<file path="src/rtl/cross_clock_pkg.sv">
// Shared definitions for the cross-clock enable bank.
// Contents:
//   clog2()      - ceiling log2, usable in constant expressions
//   MIN_*        - lower bounds for the synchroniser depth and filter length
//   params_ok()  - elaboration-time legality check for the bank parameters
package cross_clock_pkg;

  localparam int unsigned MIN_SYNC_STAGES = 2;
  localparam int unsigned MIN_FILTER_LEN  = 1;

  // clog2(1) = 0, clog2(2) = 1, clog2(3) = 2, clog2(5) = 3
  function automatic int unsigned clog2(input int unsigned value);
    int unsigned result;
    result = 0;
    for (int unsigned i = 0; i < 32; i++) begin
      if ((64'(1) << i) < 64'(value)) begin
        result = i + 1;
      end
    end
    return result;
  endfunction

  function automatic bit params_ok(input int unsigned channels,
                                   input int unsigned sync_stages,
                                   input int unsigned filter_len,
                                   input int unsigned glitch_w);
    return (channels >= 1) && (sync_stages >= MIN_SYNC_STAGES) &&
           (filter_len >= MIN_FILTER_LEN) && (glitch_w >= 1);
  endfunction

endpackage

</file>
<file path="src/rtl/cross_clock_filter_ch.sv">
// One enable channel: synchroniser chain, consecutive-sample debounce filter with
// hysteresis, and registered rise/fall pulses.
// Optional macro: CROSS_CLOCK_GLITCH_COUNT_EN adds o_glitch.
// Ports:
//   i_clk     - destination clock
//   i_rst_n   - asynchronous active-low reset
//   i_en      - asynchronous level enable
//   o_en      - filtered, synchronised level
//   o_rise    - one-cycle pulse on o_en 0->1
//   o_fall    - one-cycle pulse on o_en 1->0
//   o_glitch  - (macro only) a partially qualified transition aborted this edge
module cross_clock_filter_ch
  import cross_clock_pkg::*;
#(
  parameter int unsigned SYNC_STAGES = MIN_SYNC_STAGES,
  parameter int unsigned FILTER_LEN  = 2
) (
  input  logic i_clk,
  input  logic i_rst_n,
  input  logic i_en,
  output logic o_en,
  output logic o_rise,
  output logic o_fall
`ifdef CROSS_CLOCK_GLITCH_COUNT_EN
  ,
  output logic o_glitch
`endif
);

  localparam int unsigned      CNT_W    = clog2(FILTER_LEN + 1);
  localparam logic [CNT_W-1:0] CNT_LAST = CNT_W'(FILTER_LEN - 1);
  localparam logic [CNT_W-1:0] CNT_ONE  = CNT_W'(1);

  logic [SYNC_STAGES-1:0] r_sync;
  logic [CNT_W-1:0]       r_cnt;
  logic [CNT_W-1:0]       w_cnt_d;
  logic                   r_en;
  logic                   w_en_d;
  logic                   r_rise;
  logic                   w_rise_d;
  logic                   r_fall;
  logic                   w_fall_d;
  logic                   w_s;

  // Only the last flop of the chain feeds logic; the chain itself is pure flops.
  assign w_s = r_sync[SYNC_STAGES-1];

  // Any sample agreeing with the current level restarts qualification.
  always_comb begin
    w_cnt_d  = '0;
    w_en_d   = r_en;
    w_rise_d = 1'b0;
    w_fall_d = 1'b0;
    if (w_s != r_en) begin
      if (r_cnt == CNT_LAST) begin
        w_en_d   = w_s;
        w_rise_d = w_s;
        w_fall_d = ~w_s;
      end else begin
        w_cnt_d = r_cnt + CNT_ONE;
      end
    end
  end

  always_ff @(posedge i_clk or negedge i_rst_n) begin
    if (!i_rst_n) begin
      r_sync <= '0;
      r_cnt  <= '0;
      r_en   <= 1'b0;
      r_rise <= 1'b0;
      r_fall <= 1'b0;
    end else begin
      r_sync <= {r_sync[SYNC_STAGES-2:0], i_en};
      r_cnt  <= w_cnt_d;
      r_en   <= w_en_d;
      r_rise <= w_rise_d;
      r_fall <= w_fall_d;
    end
  end

  assign o_en   = r_en;
  assign o_rise = r_rise;
  assign o_fall = r_fall;

`ifdef CROSS_CLOCK_GLITCH_COUNT_EN
  assign o_glitch = (r_cnt != '0) && (w_s == r_en);
`endif

endmodule

</file>
<file path="src/rtl/cross_clock_enable_bank.sv">
// Multi-channel enable synchroniser: brings CHANNELS independent level enables
// from foreign clock domains into out_clk, each debounced and edge-pulsed.
// Optional macro: CROSS_CLOCK_GLITCH_COUNT_EN adds glitch_clr / glitch_cnt, a
// saturating count of aborted transitions summed across all channels.
// Ports:
//   out_clk    - destination clock (only clock)
//   rst_n      - asynchronous active-low reset
//   in_en      - asynchronous level enables, one per channel
//   out_en     - filtered, synchronised levels
//   out_rise   - one-cycle pulse per channel on out_en 0->1
//   out_fall   - one-cycle pulse per channel on out_en 1->0
//   glitch_clr - (macro only) synchronous clear of glitch_cnt, wins over increment
//   glitch_cnt - (macro only) saturating rejected-transition count
module cross_clock_enable_bank
  import cross_clock_pkg::*;
#(
  parameter int unsigned CHANNELS    = 4,
  parameter int unsigned SYNC_STAGES = 2,
  parameter int unsigned FILTER_LEN  = 2,
  parameter int unsigned GLITCH_W    = 8
) (
  input  logic                out_clk,
  input  logic                rst_n,
  input  logic [CHANNELS-1:0] in_en,
  output logic [CHANNELS-1:0] out_en,
  output logic [CHANNELS-1:0] out_rise,
  output logic [CHANNELS-1:0] out_fall
`ifdef CROSS_CLOCK_GLITCH_COUNT_EN
  ,
  input  logic                glitch_clr,
  output logic [GLITCH_W-1:0] glitch_cnt
`endif
);

  if (!params_ok(CHANNELS, SYNC_STAGES, FILTER_LEN, GLITCH_W)) begin : g_param_err
    $error("cross_clock_enable_bank: illegal parameter combination");
  end

`ifdef CROSS_CLOCK_GLITCH_COUNT_EN
  logic [CHANNELS-1:0] w_glitch;
`endif

  for (genvar g = 0; g < CHANNELS; g++) begin : g_ch
    cross_clock_filter_ch #(
      .SYNC_STAGES (SYNC_STAGES),
      .FILTER_LEN  (FILTER_LEN)
    ) u_ch (
      .i_clk    (out_clk),
      .i_rst_n  (rst_n),
      .i_en     (in_en[g]),
      .o_en     (out_en[g]),
      .o_rise   (out_rise[g]),
      .o_fall   (out_fall[g])
`ifdef CROSS_CLOCK_GLITCH_COUNT_EN
      ,
      .o_glitch (w_glitch[g])
`endif
    );
  end

`ifdef CROSS_CLOCK_GLITCH_COUNT_EN
  // Extra headroom so the sum can never wrap before the saturation compare.
  localparam int unsigned      SUM_W      = GLITCH_W + clog2(CHANNELS + 1);
  localparam logic [SUM_W-1:0] GLITCH_MAX = {{(SUM_W - GLITCH_W){1'b0}}, {GLITCH_W{1'b1}}};

  logic [GLITCH_W-1:0] r_glitch_cnt;
  logic [SUM_W-1:0]    w_pop;
  logic [SUM_W-1:0]    w_sum;

  always_comb begin
    w_pop = '0;
    for (int i = 0; i < int'(CHANNELS); i++) begin
      w_pop = w_pop + SUM_W'(w_glitch[i]);
    end
  end

  assign w_sum = SUM_W'(r_glitch_cnt) + w_pop;

  always_ff @(posedge out_clk or negedge rst_n) begin
    if (!rst_n) begin
      r_glitch_cnt <= '0;
    end else if (glitch_clr) begin
      r_glitch_cnt <= '0;
    end else if (w_sum > GLITCH_MAX) begin
      r_glitch_cnt <= '1;
    end else begin
      r_glitch_cnt <= GLITCH_W'(w_sum);
    end
  end

  assign glitch_cnt = r_glitch_cnt;
`endif

endmodule

</file>
<file path="config.mk">
export PLATFORM = sky130hd
export DESIGN_NAME = cross_clock_enable_bank
export DESIGN_NICKNAME = d
export VERILOG_FILES = /design/src/rtl/cross_clock_pkg.sv /design/src/rtl/cross_clock_filter_ch.sv /design/src/rtl/cross_clock_enable_bank.sv
export SDC_FILE = /design/constraint.sdc
export NUM_CORES = 1
export LEC_CHECK = 0
export CAP_MARGIN = 25
export CORE_ASPECT_RATIO = 1.1
export CORE_MARGIN = 2
export CORE_UTILIZATION = 45
export DETAILED_ROUTE_END_ITERATION = 8
export HOLD_SLACK_MARGIN = 0.08
export PLACE_DENSITY = 0.72
export REMOVE_ABC_BUFFERS = 1
export SETUP_SLACK_MARGIN = 0.5
export SLEW_MARGIN = 20
export SYNTH_ARGS = -nofsm -noshare
export SYNTH_HDL_FRONTEND = slang
export SYNTH_SLANG_ARGS = --single-unit
</file>
<file path="constraint.sdc">
create_clock -name out_clk -period 1 [get_ports out_clk]
set_clock_uncertainty 0.05 [all_clocks]
set_input_delay 0.15 -clock out_clk [delete_from_list [all_inputs] [get_ports out_clk]]
set_output_delay 0.15 -clock out_clk [all_outputs]
set_load 0.01 [all_outputs]
</file>
Word level (Yosys, flattened, before mapping)
Cells that the tools add are included.

Flip-flop bits (word level): 28. Latch bits: 0. RAM bits: 0. Memory bits (read-only): 0. Output and inout port bits: 12. Memories: 0.

Add/sub/neg operators: 4. Multipliers: 0. Div/mod/pow operators: 0. Order comparisons: 0. Equality and inequality tests: 8. Shift operators: 0. Multiplexer cells: 24. Bitwise logic cells: 4. Reductions and logical operators: 4.

Operators by type and width (number): $mux 1 (16); $mux 2 (8); $add 2x1->2 const B (4); $eq 2x1->1 const B (4); $reduce_and 2->1 (4); $ne 1x1->1 (4); $not 1->1 (4).

Longest topological paths before layout
Gate-level depths: netlist (run 1).

Depth after elaboration: 3. Depth in mapped cells: 2. Mapped depth without buffers: 2.

Modules after synthesis
From an unflattened synthesis (run 1), not the netlist that was laid out.

Cells, all modules: 56. Area total of the unflattened synthesis: 996.0 um^2.

By module, submodules not included: cross_clock_filter_ch (times used 4, cells each 14, area an instance 249.0 um^2, sequential area each 175.2 um^2).

Least setup slack after synthesis (run 1)
OpenSTA, ideal clock, no wires.

Path kind: flip-flop to flip-flop. Start point: register g_ch[0].u_ch.r_cnt[1]. End point: register g_ch[0].u_ch.r_en. Setup time: 125 ps. Arrival: 814 ps. Data required time: 825 ps. Slack: 12 ps. Cell stages (with the launch flop): 3. Clock period less this slack: 988 ps. Cell sequence: dfrtp_1 nor2b_4 mux2_2.

Word-level cells in the longest chain between the ends: 2.

RTL lines: start, declared (line cross_clock_filter_ch.sv:35) `logic [CNT_W-1:0] r_cnt;`; start signal, assigned (line cross_clock_filter_ch.sv:74) `r_cnt <= w_cnt_d;`; $eq 2x1->1 (line cross_clock_filter_ch.sv:55) `if (r_cnt == CNT_LAST) begin`; $reduce_and 2->1 (no line); end signal, assigned (line cross_clock_filter_ch.sv:75) `r_en <= w_en_d;`; end, declared (line cross_clock_filter_ch.sv:37) `logic r_en;`.

No other way between the ends. A chain may end at the register's enable or synchronous reset.

Final worst setup path (run 1)
Start point: register g_ch[3].u_ch.r_en. End point: output out_en[3].

RTL lines: start, declared (line cross_clock_filter_ch.sv:37); start signal, assigned (line cross_clock_filter_ch.sv:75); end, declared (line cross_clock_enable_bank.sv:25) `output logic [CHANNELS-1:0] out_en,`.

No word-level cell between the ends.

==> key figures, run 1 <==
Global routing
  • First-pass GRT wire length: ~2300 um
  • GRT Util Overall: a little under an eighth
  • Initial antenna violation count: 0
  • Vias in the first global route: 530
  • Largest net degree at the start of global routing: 29
  • Grt total ovfl: 0

Power and ir drop
  • Sw frac: 29.0%
  • Peak supply drop: approximately 1300 uV
  • Combinational Power Share: 45.1%
  • Total power: 0.00351 W
  • PwrDens: 2580 mW/mm^2
  • P_sw: 0.00102 W
  • Sequential power share: 43.0%
  • Clock Power Share: 11.9%
  • Leakage: 0.675 nW
  • Pint: 0.00249 W

Floorplanning
  • IO Count: 18
  • Site row count: 18
  • Die ar.: ~0.0027 mm^2
  • Die Ht: 54.5 um
  • Initial core utilization: 46.7%
  • Placeable core area: 0.00223 mm^2
  • Die Span X: approximately 50 um

Cells and area
  • Area of the multi-input gates: 355 um^2
  • Seq. cell area: between 700 and 800 um^2
  • Commonest non-fill, non-tap cell in the layout: dfrtp_1
  • Fin util: between 60% and 70%
  • Inserted Diodes: 0
  • Final nets: 96
  • Synthesis-to-finish area growth: 30.7%
  • Fill count: 173
  • Layout cell share with drive strength beyond 1: ~55%
  • Highest-count cells in the layout ignoring fill and taps: dfrtp_1 (26), buf_2 (12), and3b_1 (6), nor3b_2 (6)

Routing
  • Routed wire length: about 1400 um
  • DR vias: 529
  • WL/cell: 12.2 um
  • DR vias/cell: 4.48
  • Starting DRT DRC Count: 0
  • DRC errors left: 0
  • Final ANT Viol Nets: 0
  • Pre-antenna DRT Iters: 1

Critical path
  • R2R depth: 2
  • Worst setup SP type: flip-flop
  • Slowest CP cell: dfrtp_1
  • Critical Path Fanout Max: 2
  • CP top delay family: flip-flops
  • R2R setup slack: -40 ps
  • Reg-to-reg endpoint: g_ch[0].u_ch.o_en
  • Crit path capture type: output pin
  • Critical Path Max Stage Delay: 410 ps
  • WP data arrival: 850 ps
  • Worst path required time: 800 ps
  • Worst R2R Start: g_ch[0].u_ch.r_cnt[1]
  • Crit-path cells: buf_2
  • Critical path buffers and inverters: 1
  • Critical setup path kind: flip-flop to output pin

CTS
  • Inserted Clock Buffers: 3
  • CTS Root Cell: clkbuf_4
  • CTS tree: built
  • H-tree depth: 1
  • Clock sink total: 28
  • Clk slew on worst S/H paths: 130 ps
  • Worst-Skew Late Latency: 300 ps
  • CTS Buffer Depth: 2

Yosys
  • Mapped Cells: 68
  • Register bit total from synthesis: 28
  • Top post-synthesis cells by area: dfrtp_1 (67%), buf_4 (8.6%), and3b_1 (5.0%), nor3b_1 (4.3%), nor2b_4 (4.0%)
  • Synthesis Warnings: 0
  • Synth Cell Area: 0.00104 mm^2
  • Synth top area share: 67.2%
  • Area leader, netlist: dfrtp_1
  • Syn avg cell area: 15.3 um^2
  • Sequential area share after synthesis: 67.2%
  • Synth cell types: 10

Timing
  • Max Slew Vio Count: 0
  • Final TNS setup: -489 ps
  • Fin crit share: 105%
  • Worst setup margin: -52.6 ps
  • RSZ-0062 raised after global routing: yes
  • Hold Slack: ~140 ps
  • Slew margin rel.: 85.0%
  • Final setup viols: 16
  • Worst-Margin Slew: 225 ps
  • Fmax: between 0.9 and 1 GHz
  • Final Hold Fails: 0
  • Final Critical Period: between 1000 and 1500 ps

Run
  • Number of max-cap violations: 0

Placed design
  • Port bufs: 17
  • HPWL after DPL: ~840 um
  • GP Congestion: 0.626
  • Setup WS pre-CTS: -57.5 ps

Run status
  • Failing checks: negative setup slack
  • Status: finished with violations

Hold path
  • Hold Crit Class: input pin to async pin
-- sequential cells by signal, indices dropped and copies added (netlist names) --
register / cells
g_ch.u_ch.o_en: 4
g_ch.u_ch.o_fall: 4
g_ch.u_ch.o_rise: 4
g_ch.u_ch.r_cnt: 8
g_ch.u_ch.r_sync: 8
-- metrics by stage --
stage / instances / instance area [um^2]
global placement: 111 / 1230
detailed placement: 111 / 1230
floorplan: 56 / 952
CTS: 117 / 1340
finish: 118 / 1360
global route: 118 / 1360
-- final cells by class --
class,instances,share of cell area [%]
Sequential cell,28,51.6
Multi-Input combinational cell,28,26.1
Tap cell,30,2.75
Clock buffer,3,1.65
Timing Repair Buffer,29,17.9
-- routing by layer --
layer	track usage (%)	part of all wire [%]	vias up
met5	0	0	-
met4	4.17	0	0
met3	2.46	4.8	0
met2	22.7	54	17
met1	13.7	41	263
li1	-	-	249
-- cell families after synthesis --
family | share of synthesized area, %
simple gates | 16.1
mux | 4.68
buf+inv | 8.64
flops | 67.2
xor+xnor | 3.36
-- power groups by stage --
stage	registers, W	logic, W	clock network, W
2_1_floorplan	0.00164	0.000441	0
3_3_place_gp	0.00151	0.00117	0
3_5_place_dp	0.00152	0.00120	0
4_1_cts	0.00150	0.00148	0.000441
5_1_grt	0.00154	0.00170	0.000496
6_report	0.00151	0.00158	0.000419
-- cell usage after synthesis --
cell type / number
buf_4: 12
nor2_1: 4
nand2b_4: 1
dfrtp_1: 28
mux2_4: 1
xnor2_1: 4
and3b_1: 6
mux2_2: 3
nor3b_1: 6
nor2b_4: 3
-- timing repair --
| item | CTS | global route |
|---|---|---|
| gates resized for setup | 68 | 3 |
| pin swaps | 8 | 5 |
| endpoints found under the setup margin | 36 | 36 |
| buffers inserted | 3 | 1 |
| hold buffers | 0 | 0 |
-- how the worst max path moves through the flow --
stage | startpoint | endpoint | slack (ps) | cells after the start
4_1_cts | g_ch[1].u_ch.o_en | out_en[1] | -70 | 1
3_5_place_dp | g_ch[3].u_ch.o_en | out_en[3] | -60 | 1
6_report | g_ch[3].u_ch.o_en | out_en[3] | -50 | 1
2_1_floorplan | g_ch[0].u_ch.r_cnt[1] | g_ch[0].u_ch.o_en | 10 | 2
3_3_place_gp | g_ch[1].u_ch.o_en | out_en[1] | -60 | 1
5_1_grt | g_ch[0].u_ch.o_en | out_en[0] | -110 | 1
No activity file was read; power rests on OpenSTA's default activity.
==> run 2: changes to the inputs <==
--- a/config.mk
+++ b/config.mk
@@ -7,11 +7,11 @@
 export LEC_CHECK = 0
 export CAP_MARGIN = 25
 export CORE_ASPECT_RATIO = 1.1
-export CORE_MARGIN = 2
 export CORE_UTILIZATION = 45
+export CTS_BUF_LIST = sky130_fd_sc_hd__clkbuf_4 sky130_fd_sc_hd__clkbuf_8 sky130_fd_sc_hd__clkbuf_16
 export DETAILED_ROUTE_END_ITERATION = 8
 export HOLD_SLACK_MARGIN = 0.08
-export PLACE_DENSITY = 0.72
+export PLACE_DENSITY = 0.77
 export REMOVE_ABC_BUFFERS = 1
 export SETUP_SLACK_MARGIN = 0.5
 export SLEW_MARGIN = 20
==> run 2 against run 1 <==
Effect of this change: the flow still finishes with violations (negative setup slack); die area fell by 7.5%; clock-buffer cell count rose by 1; critical endpoint is now out_en[2]; cell area rose by 1.9%; global-route usage rose by 3.4 points; wire length rose by 13%; sequential cell count did not move; hold slack got worse by 29 ps; fmax fell by 2.1%; sequential power barely moved; critical path type unchanged.
==> key figures, run 2 (synthesis gave the netlist of run 1 again) <==
Run status
  • Status: finished with violations
  • Failing checks: negative setup slack

Critical path
  • Crit path capture type: output pin
  • Worst setup SP type: flip-flop
  • Slowest CP cell: dfrtp_1
  • Worst path required time: 800 ps (about the same)
  • Critical Path Fanout Max: 2 (unchanged)
  • Crit-path cells: buf_2
  • WP data arrival: 880 ps (+30 ps)
  • CP top delay family: flip-flops
  • Critical setup path kind: flip-flop to output pin
  • Critical path buffers and inverters: 1 (unchanged)
  • Critical Path Max Stage Delay: 410 ps (about the same)

Floorplanning
  • Die ar.: 0.00251 mm^2 (-7.5%)
  • Placeable core area: 0.00208 mm^2 (-6.5%)
  • Die Span X: 47.9 um (-4.0%)
  • IO Count: 18 (unchanged)
  • Site row count: 17 (-1)
  • Die Ht: 52.5 um (-3.7%)
  • Initial core utilization: 50.0% (+3.3 points)

Placed design
  • Port bufs: 17 (unchanged)
  • Placed cell area: 0.00123 mm^2 (-0.20%)
  • Placed insts: 109 (-1.8%)
  • GP Congestion: 0.616 (-1.5%)

Global routing
  • Initial antenna violation count: 0 (unchanged)
  • First-pass GRT wire length: 2540 um (+9.2%)
  • GR peak layer: met2
  • Met2 GRT Util: 25.7% (+3.0 points)
  • Global Route met1 Usage: 17.8% (+4.1 points)
  • Largest net degree at the start of global routing: 29 (unchanged)
  • Grt total ovfl: 0 (unchanged)
  • Vias in the first global route: 570 (+7.5%)
  • Met3 global-route usage: 4.14% (+1.7 points)
  • GRT Util Overall: 15.4% (+3.4 points)

Timing
  • Final Hold Fails: 0 (unchanged)
  • Slew margin rel.: 82.3% (-2.7 points)
  • Worst-Margin Slew: 265 ps (+40.9 ps)
  • Final setup viols: 15 (-1)
  • Fin crit share: 108% (+2.3 points)
  • RSZ-0062 raised after global routing: yes
  • Max Slew Vio Count: 0 (unchanged)
  • Final Critical Period: 1080 ps (+22.6 ps)
  • Worst setup margin: -75.3 ps (-22.6 ps)
  • Fmax: 0.930 GHz (-2.1%)

CTS
  • H-tree depth: 1 (unchanged)
  • CTS Buffer Depth: 2 (unchanged)
  • Clk slew on worst S/H paths: 140 ps (about the same)
  • CTS tree: built
  • CTS Root Cell: clkbuf_4
  • Clock sink total: 28 (unchanged)
  • Worst-Skew Late Latency: 320 ps (+20 ps)
  • Inserted Clock Buffers: 3 (unchanged)
  • Hold buffer count at cts: 0 (unchanged)

Routing
  • DR vias: 552 (+4.3%)
  • DRC errors left: 0 (unchanged)
  • Pre-antenna DRT Iters: 3 (+2)
  • DR vias/cell: 4.64 (+3.5%)
  • Routed wire length: 1620 um (+13%)
  • Final ANT Viol Nets: 0 (unchanged)
  • WL/cell: 13.6 um (+12%)
  • Starting DRT DRC Count: 1 (+1)

Power and ir drop
  • Leakage: 0.693 nW (+2.7%)
  • Peak supply drop: 1410 uV (+10%)
  • PwrDens: 2650 mW/mm^2 (+2.9%)
  • Total power: 0.00368 W (+4.9%)

Cells and area
  • Area of the multi-input gates: 357 um^2 (+0.35%)
  • Commonest non-fill, non-tap cell in the layout: dfrtp_1
  • Highest-count cells in the layout ignoring fill and taps: dfrtp_1 (27), buf_2 (10), buf_4 (8)
  • Inserted Diodes: 0 (unchanged)
  • Layout cell share with drive strength beyond 1: 53.8% (-0.70 points)
  • Final nets: 98 (+2.1%)
  • Fill count: 153 (-12%)
  • Post-route insts no fill: 119 (+0.85%)
  • Biggest regs: g_ch.u_ch.r_cnt x8, g_ch.u_ch.r_sync x8
  • Fin util: 66.6% (+5.5 points)
  • Synthesis-to-finish area growth: 33.3%
  • Seq. cell area: 702 um^2 (-0.18%)
  • Final Cell Area: 0.00139 mm^2 (+1.9%)

Hold path
  • Hold Crit Class: input pin to async pin

Run
  • Number of max-cap violations: 0 (unchanged)
run 2: cell count changes in the layout (fill, tap and decap cells not counted), sizes merged:
cell / delta
buf: +2
clkbuf: +1
run 2: per-layer routing:
metal  part of all wire [%]  wire, um
met1                     39       636
met2                     55       891
met3                    3.3        53
met4                    2.4        39
met5                      0         0
run 2: final timing paths:
check / slack (ps) / endpoint / depth (start not counted) / from
max: -80 / out_en[2] / 1 / g_ch[2].u_ch.o_en
min: 110 / g_ch[0].u_ch.o_fall / 2 / rst_n
max reg2reg: -30 / g_ch[2].u_ch.o_en / 2 / g_ch[2].u_ch.r_cnt[0]
min reg2reg: 320 / g_ch[1].u_ch.r_sync[1] / 0 / g_ch[1].u_ch.r_sync[0]
max in group asynchronous: 630 / g_ch[0].u_ch.r_sync[1] / 2 / rst_n
min in group out_clk: 190 / g_ch[3].u_ch.r_sync[0] / 1 / in_en[3]
run 2: what timing repair did:
item | in CTS | in global routing
setup endpoints to repair | 36 | 36
endpoints found under the hold margin | 0 | 0
buffers inserted | 2 | 4
resized for setup | 64 | 8
pin swaps | 3 | 1
run 2: power by group:
group / internal, W / switching, W / total [W] / leakage (nW)
Clock: 0.000223 / 0.000316 / 0.000539 / 0.0210
Sequential: 0.00137 / 0.000150 / 0.00152 / 0.354
Combinational: 0.00100 / 0.000617 / 0.00162 / 0.318
Total: 0.00260 / 0.00108 / 0.00368 / 0.693
run 2: per-stage QoR:
stage               setup WS [ps]  hold WS, ps  TNS [ps]
floorplan                    11.6         -196         0
global placement            -56.2          284      -439
detailed placement          -78.7          287      -625
CTS                         -78.3          118      -769
global route                 -122          109     -1400
finish                      -75.3          108      -720
run 2: final cells by class:
class                           instances  share of cell area, %
Clock buffer                            4                   2.61
Multi-Input combinational cell         28                   25.7
Timing Repair Buffer                   31                   18.6
Tap cell                               28                   2.52
Sequential cell                        28                   50.5
==> run 3: changes to the inputs <==
--- a/config.mk
+++ b/config.mk
@@ -10,6 +10,7 @@
 export CORE_UTILIZATION = 45
 export CTS_BUF_LIST = sky130_fd_sc_hd__clkbuf_4 sky130_fd_sc_hd__clkbuf_8 sky130_fd_sc_hd__clkbuf_16
 export DETAILED_ROUTE_END_ITERATION = 8
+export GPL_TIMING_DRIVEN = 0
 export HOLD_SLACK_MARGIN = 0.08
 export PLACE_DENSITY = 0.77
 export REMOVE_ABC_BUFFERS = 1
==> run 3 against run 2 <==
Effect of this change: the run ends with negative hold slack, negative setup slack left; cell area grew 1.3%; core utilization grew 0.84 points; clock-buffer cell count shrank 1; non-clock buffer count shrank 1; cell count shrank 0.84%; total power grew 8.1%.
==> key figures, run 3 (synthesis gave the netlist of run 1 again) <==
Placed design
  • Port bufs: 17 (unchanged)
  • HPWL after DPL: 987 um
  • Setup WS pre-CTS: -164 ps (-84.9 ps)
  • GP Congestion: 0.665 (+8.0%)
  • Placed insts: 101 (-7.3%)

Critical path
  • R2R depth: 2 (unchanged)
  • Critical setup path kind: flip-flop to output pin
  • Critical Path Max Stage Delay: 430 ps (+20 ps)
  • Worst R2R Start: g_ch[0].u_ch.r_cnt[1]
  • Slowest CP cell: dfrtp_1
  • Reg-to-reg endpoint: g_ch[0].u_ch.o_en
  • CP top delay family: flip-flops
  • Crit-path cells: buf_2
  • Worst setup SP type: flip-flop
  • WP data arrival: 880 ps (about the same)
  • Critical Path Fanout Max: 2 (unchanged)
  • R2R setup slack: -40 ps (about the same)
  • Critical path buffers and inverters: 1 (unchanged)
  • Worst path required time: 800 ps (about the same)
  • Crit path capture type: output pin

Floorplanning
  • Placeable core area: 0.00208 mm^2 (unchanged)
  • Die ar.: 0.00251 mm^2 (unchanged)
  • IO Count: 18 (unchanged)
  • Initial core utilization: 50.0% (unchanged)
  • Die Span X: 47.9 um (unchanged)
  • Site row count: 17 (unchanged)
  • Die Ht: 52.5 um (unchanged)

Routing
  • DR vias: 562 (+1.8%)
  • Routed wire length: 1760 um (+8.8%)
  • DR vias/cell: 4.76 (+2.7%)
  • Pre-antenna DRT Iters: 2 (-1)
  • Starting DRT DRC Count: 3 (+2)
  • WL/cell: 14.9 um (+9.7%)
  • Final ANT Viol Nets: 0 (unchanged)
  • DRC errors left: 0 (unchanged)

Cells and area
  • Area of the multi-input gates: 375 um^2 (+5.3%)
  • Fill count: 150 (-2.0%)
  • Post-route insts no fill: 118 (-0.84%)
  • Layout cell share with drive strength beyond 1: 57.8% (+3.9 points)
  • Highest-count cells in the layout ignoring fill and taps: dfrtp_1 (27), buf_2 (11), buf_6 (9)
  • Commonest non-fill, non-tap cell in the layout: dfrtp_1
  • Synthesis-to-finish area growth: 34.9%
  • Inserted Diodes: 0 (unchanged)
  • Final nets: 97 (-1.0%)
  • Biggest regs: g_ch.u_ch.r_cnt x8, g_ch.u_ch.r_sync x8
  • Seq. cell area: 702 um^2 (unchanged)

Global routing
  • Vias in the first global route: 593 (+4.0%)
  • Initial antenna violation count: 0 (unchanged)
  • First-pass GRT wire length: 2670 um (+5.2%)
  • Largest net degree at the start of global routing: 29 (unchanged)
  • GRT Util Overall: 15.8% (+0.40 points)
  • Grt total ovfl: 0 (unchanged)

CTS
  • CTS Root Cell: clkbuf_4
  • Worst-Skew Late Latency: 320 ps (about the same)
  • Clk slew on worst S/H paths: 140 ps (about the same)
  • Clock sink total: 28 (unchanged)
  • H-tree depth: 1 (unchanged)
  • CTS tree: built
  • CTS Buffer Depth: 2 (unchanged)
  • Inserted Clock Buffers: 3 (unchanged)

Power and ir drop
  • PwrDens: 2830 mW/mm^2 (+6.8%)
  • Leakage: 0.695 nW (+0.30%)
  • Peak supply drop: 1310 uV (-6.6%)

Run status
  • Failing checks: negative hold slack, negative setup slack
  • Status: finished with violations

Timing
  • Worst-Margin Slew: 597 ps (+332 ps)
  • Max Slew Vio Count: 0 (unchanged)
  • Final Critical Period: 1080 ps (+9.39 ps)
  • Final TNS setup: -709 ps (+10.4 ps)
  • Worst setup margin: -84.6 ps (-9.39 ps)
  • Hold Slack: -235 ps (-343 ps)
  • Final setup viols: 17 (+2)
  • Fin crit share: 108% (+0.94 points)
  • Final Hold Fails: 28 (+28)
  • RSZ-0062 raised after global routing: yes
  • Slew margin rel.: 60.2% (-22 points)
  • Fmax: 0.922 GHz (-0.87%)

Hold path
  • Hold Crit Class: input pin to async pin

Run
  • Number of max-cap violations: 0 (unchanged)
## run 3: worst reg2reg max path, cell delays in order (launching register included)
cell and delay, ps:
dfrtp_1 440, nor2b_4 150, mux2_4 300
## run 3: worst max-delay path by stage
stage | startpoint | endpoint | slack, ps | cells after the start
3_5_place_dp | g_ch[3].u_ch.o_en | out_en[3] | -160 | 1
3_3_place_gp | rst_n | g_ch[2].u_ch.r_sync[0] | -610 | 1
2_1_floorplan | g_ch[0].u_ch.r_cnt[1] | g_ch[0].u_ch.o_en | 10 | 2
6_report | g_ch[1].u_ch.o_en | out_en[1] | -80 | 1
5_1_grt | g_ch[1].u_ch.o_en | out_en[1] | -140 | 1
4_1_cts | g_ch[1].u_ch.o_en | out_en[1] | -100 | 1
## run 3: report_power, final
part / switching [W] / internal (W)
clock: 0.000308 / 0.000405
sequential: 0.000162 / 0.00137
combinational: 0.000690 / 0.00104
## run 3: through the flow
step	power, W	hold WS (ps)	area, um^2	utilization (%)
finish	0.00398	-235	1410	67.5
floorplan	0.00208	-196	952	-
global route	0.00419	-208	1410	67.5
global placement	0.00247	284	1160	55.5
detailed placement	0.00252	137	1150	55.3
CTS	0.00371	-227	1340	64.1
## run 3: per-layer routing
| layer | vias up | GRT usage (%) | share of wire [%] |
|---|---|---|---|
| met3 | 2 | 3.10 | 3.6 |
| met1 | 288 | 20.5 | 43 |
| li1 | 258 | - | - |
| met2 | 14 | 24.5 | 52 |
| met4 | 0 | 7.87 | 1.6 |
| met5 | - | 0 | 0 |
## run 3: layout make-up
class / count / area share (%)
repair buffers: 30 / 17.2
clock inverters: 1 / 2.14
well taps: 28 / 2.49
clock buffers: 3 / 1.60
multi-input cells: 28 / 26.7
flip-flops and latches: 28 / 49.9
## run 3: timing repair
| action | 4_1_cts | 5_1_grt |
|---|---|---|
| buffers inserted | 10 | 3 |
| cloned | 0 | 0 |
| endpoints found under the hold margin | 28 | 28 |
| resized for setup | 68 | 10 |
| endpoints found under the setup margin | 36 | 36 |
| pin swaps | 7 | 6 |
==> edit: new RTL, flow settings as in run 2 <==
Build with the macro `CROSS_CLOCK_GLITCH_COUNT_EN` defined.
--- a/src/rtl/cross_clock_filter_ch.sv
+++ b/src/rtl/cross_clock_filter_ch.sv
@@ -9,6 +9,8 @@
 //   o_rise    - one-cycle pulse on o_en 0->1
 //   o_fall    - one-cycle pulse on o_en 1->0
 //   o_glitch  - (macro only) a partially qualified transition aborted this edge
+`define CROSS_CLOCK_GLITCH_COUNT_EN
+
 module cross_clock_filter_ch
   import cross_clock_pkg::*;
 #(
Ports: changed (added glitch_clr and glitch_cnt); port bits go from 18 to 27. No check against the original RTL was run, so the function may have changed too.
==> edit against run 2 <==
- the flow finishes with violations (design-rule violations, negative setup slack)
- routed wire length grew 110%
- final area up 74%
- power grew 63%
- maximum frequency shrank 58%
- synthesized area is 49% higher
- largest power group unchanged
- worst setup slack got worse by 1500 ps
- sequential cell count rose by 8
- register-to-register slack worse by 1500 ps
==> edit: results (changes against run 2) <==
fin cells=229 (+92%); DRC=2 (+2); gr usage total=0.200 (+0.0463); Placed Cells incl. Taps=198 (+82%); # setup viols final=43 (+28); stages on the worst setup path=9 (+8); dpl ws=-1830 ps (-1750 ps); failing checks=design-rule violations, negative setup slack; Critical Path AT=2780 ps (+1900 ps); Logic pwr share=0.525 (+0.085); post-route met1 wirelength=1210 microns (+91%); Reg-to-Reg Start=g_ch[0].u_ch.o_en$_DFFE_PN0P_; average size of a mapped cell=12.8 sq um (-16%); status=complete, but fails checks; share of cells above drive strength 1=0.642 (+0.104); GPL Wtd Cong=0.842 (+37%); met2 GRT Util=0.341 (+0.0838); fill cell count=226 (+48%); met3 Use GR=0.0657 (+0.0243); R2R cell count=9 (+7); metal2 WL=1880 microns (+110%); critical path peak fanout=3 (+1); sequential share of the synthesized area=0.581 (-0.0916); Unique masters post-synth=31 (+21); max incr delay on CP=480 ps (+70 ps); Via density=5.10 (+9.9%); first-pass GRT wire length=5430 microns (+110%); Crit. End Element=flop; vias in the first global route=1,173 (+110%); area share of the largest cell type after synthesis=0.581 (-0.0916); Buffers on Ports=26 (+9); pwr dens=2480 nW/um^2 (-6.3%); largest net degree at the start of global routing=37 (+28%); Hold WS=114 ps (+5.93 ps); kind of cell with the highest combined delay on the critical path=adder cells; DR WL/cell=14.7 microns (+7.8%); clock power share=0.145 (-0.002); leak pwr=1.26 nW (+81%); dpl cell area=1980 sq um (+61%); Slowest cell on crit path=fa_1; Worst Setup Slack, final=-1560 ps (-1480 ps); Worst-path clk slew=120 ps (-20 ps); slew margin rel.=0.767 (-0.0564); number of buffers created by CTS=5 (+2); initial drt markers=27 (+26); switching share of power=0.311 (+0.0166); asr flop ratio synth=1.00 (unchanged); TritonRoute pass-1 iters=6 (+3); top cells by count, synth=dfrtp_1, buf_4, inv_1; TNS Setup=-16,630 ps (-15,910 ps); maximum VDD drop=0.00116 V (-18%); dominant cells by area after synthesis=dfrtp_1, buf_4, fa_1, and3b_1, mux2_2; met3 WL=181 microns (+240%)
## edit: kinds of logic after synthesis
family,Yosys count,synth area share
AO/OA/AOI/OAI,17,0.0742
multiplexers,5,0.0387
AND/OR/NAND/NOR,33,0.147
adder cells (fa/ha/maj),4,0.0468
XOR/XNOR,5,0.0282
buffers and inverters,21,0.0847
flip-flops,36,0.581
## edit: area by class of cell
| type | instances | share of cell area |
|---|---|---|
| inverter | 7 | 0.0109 |
| sequential | 36 | 0.374 |
| timing repair buffer | 78 | 0.282 |
| tap | 36 | 0.0187 |
| multi-input combinational | 64 | 0.286 |
| clock buffer | 8 | 0.0275 |
## edit: timing repair
| action | in CTS | in global routing |
|---|---|---|
| gates resized for setup | 133 | 19 |
| setup endpoints to repair | 52 | 52 |
| buffers inserted | 17 | 6 |
| pin swaps | 23 | 14 |
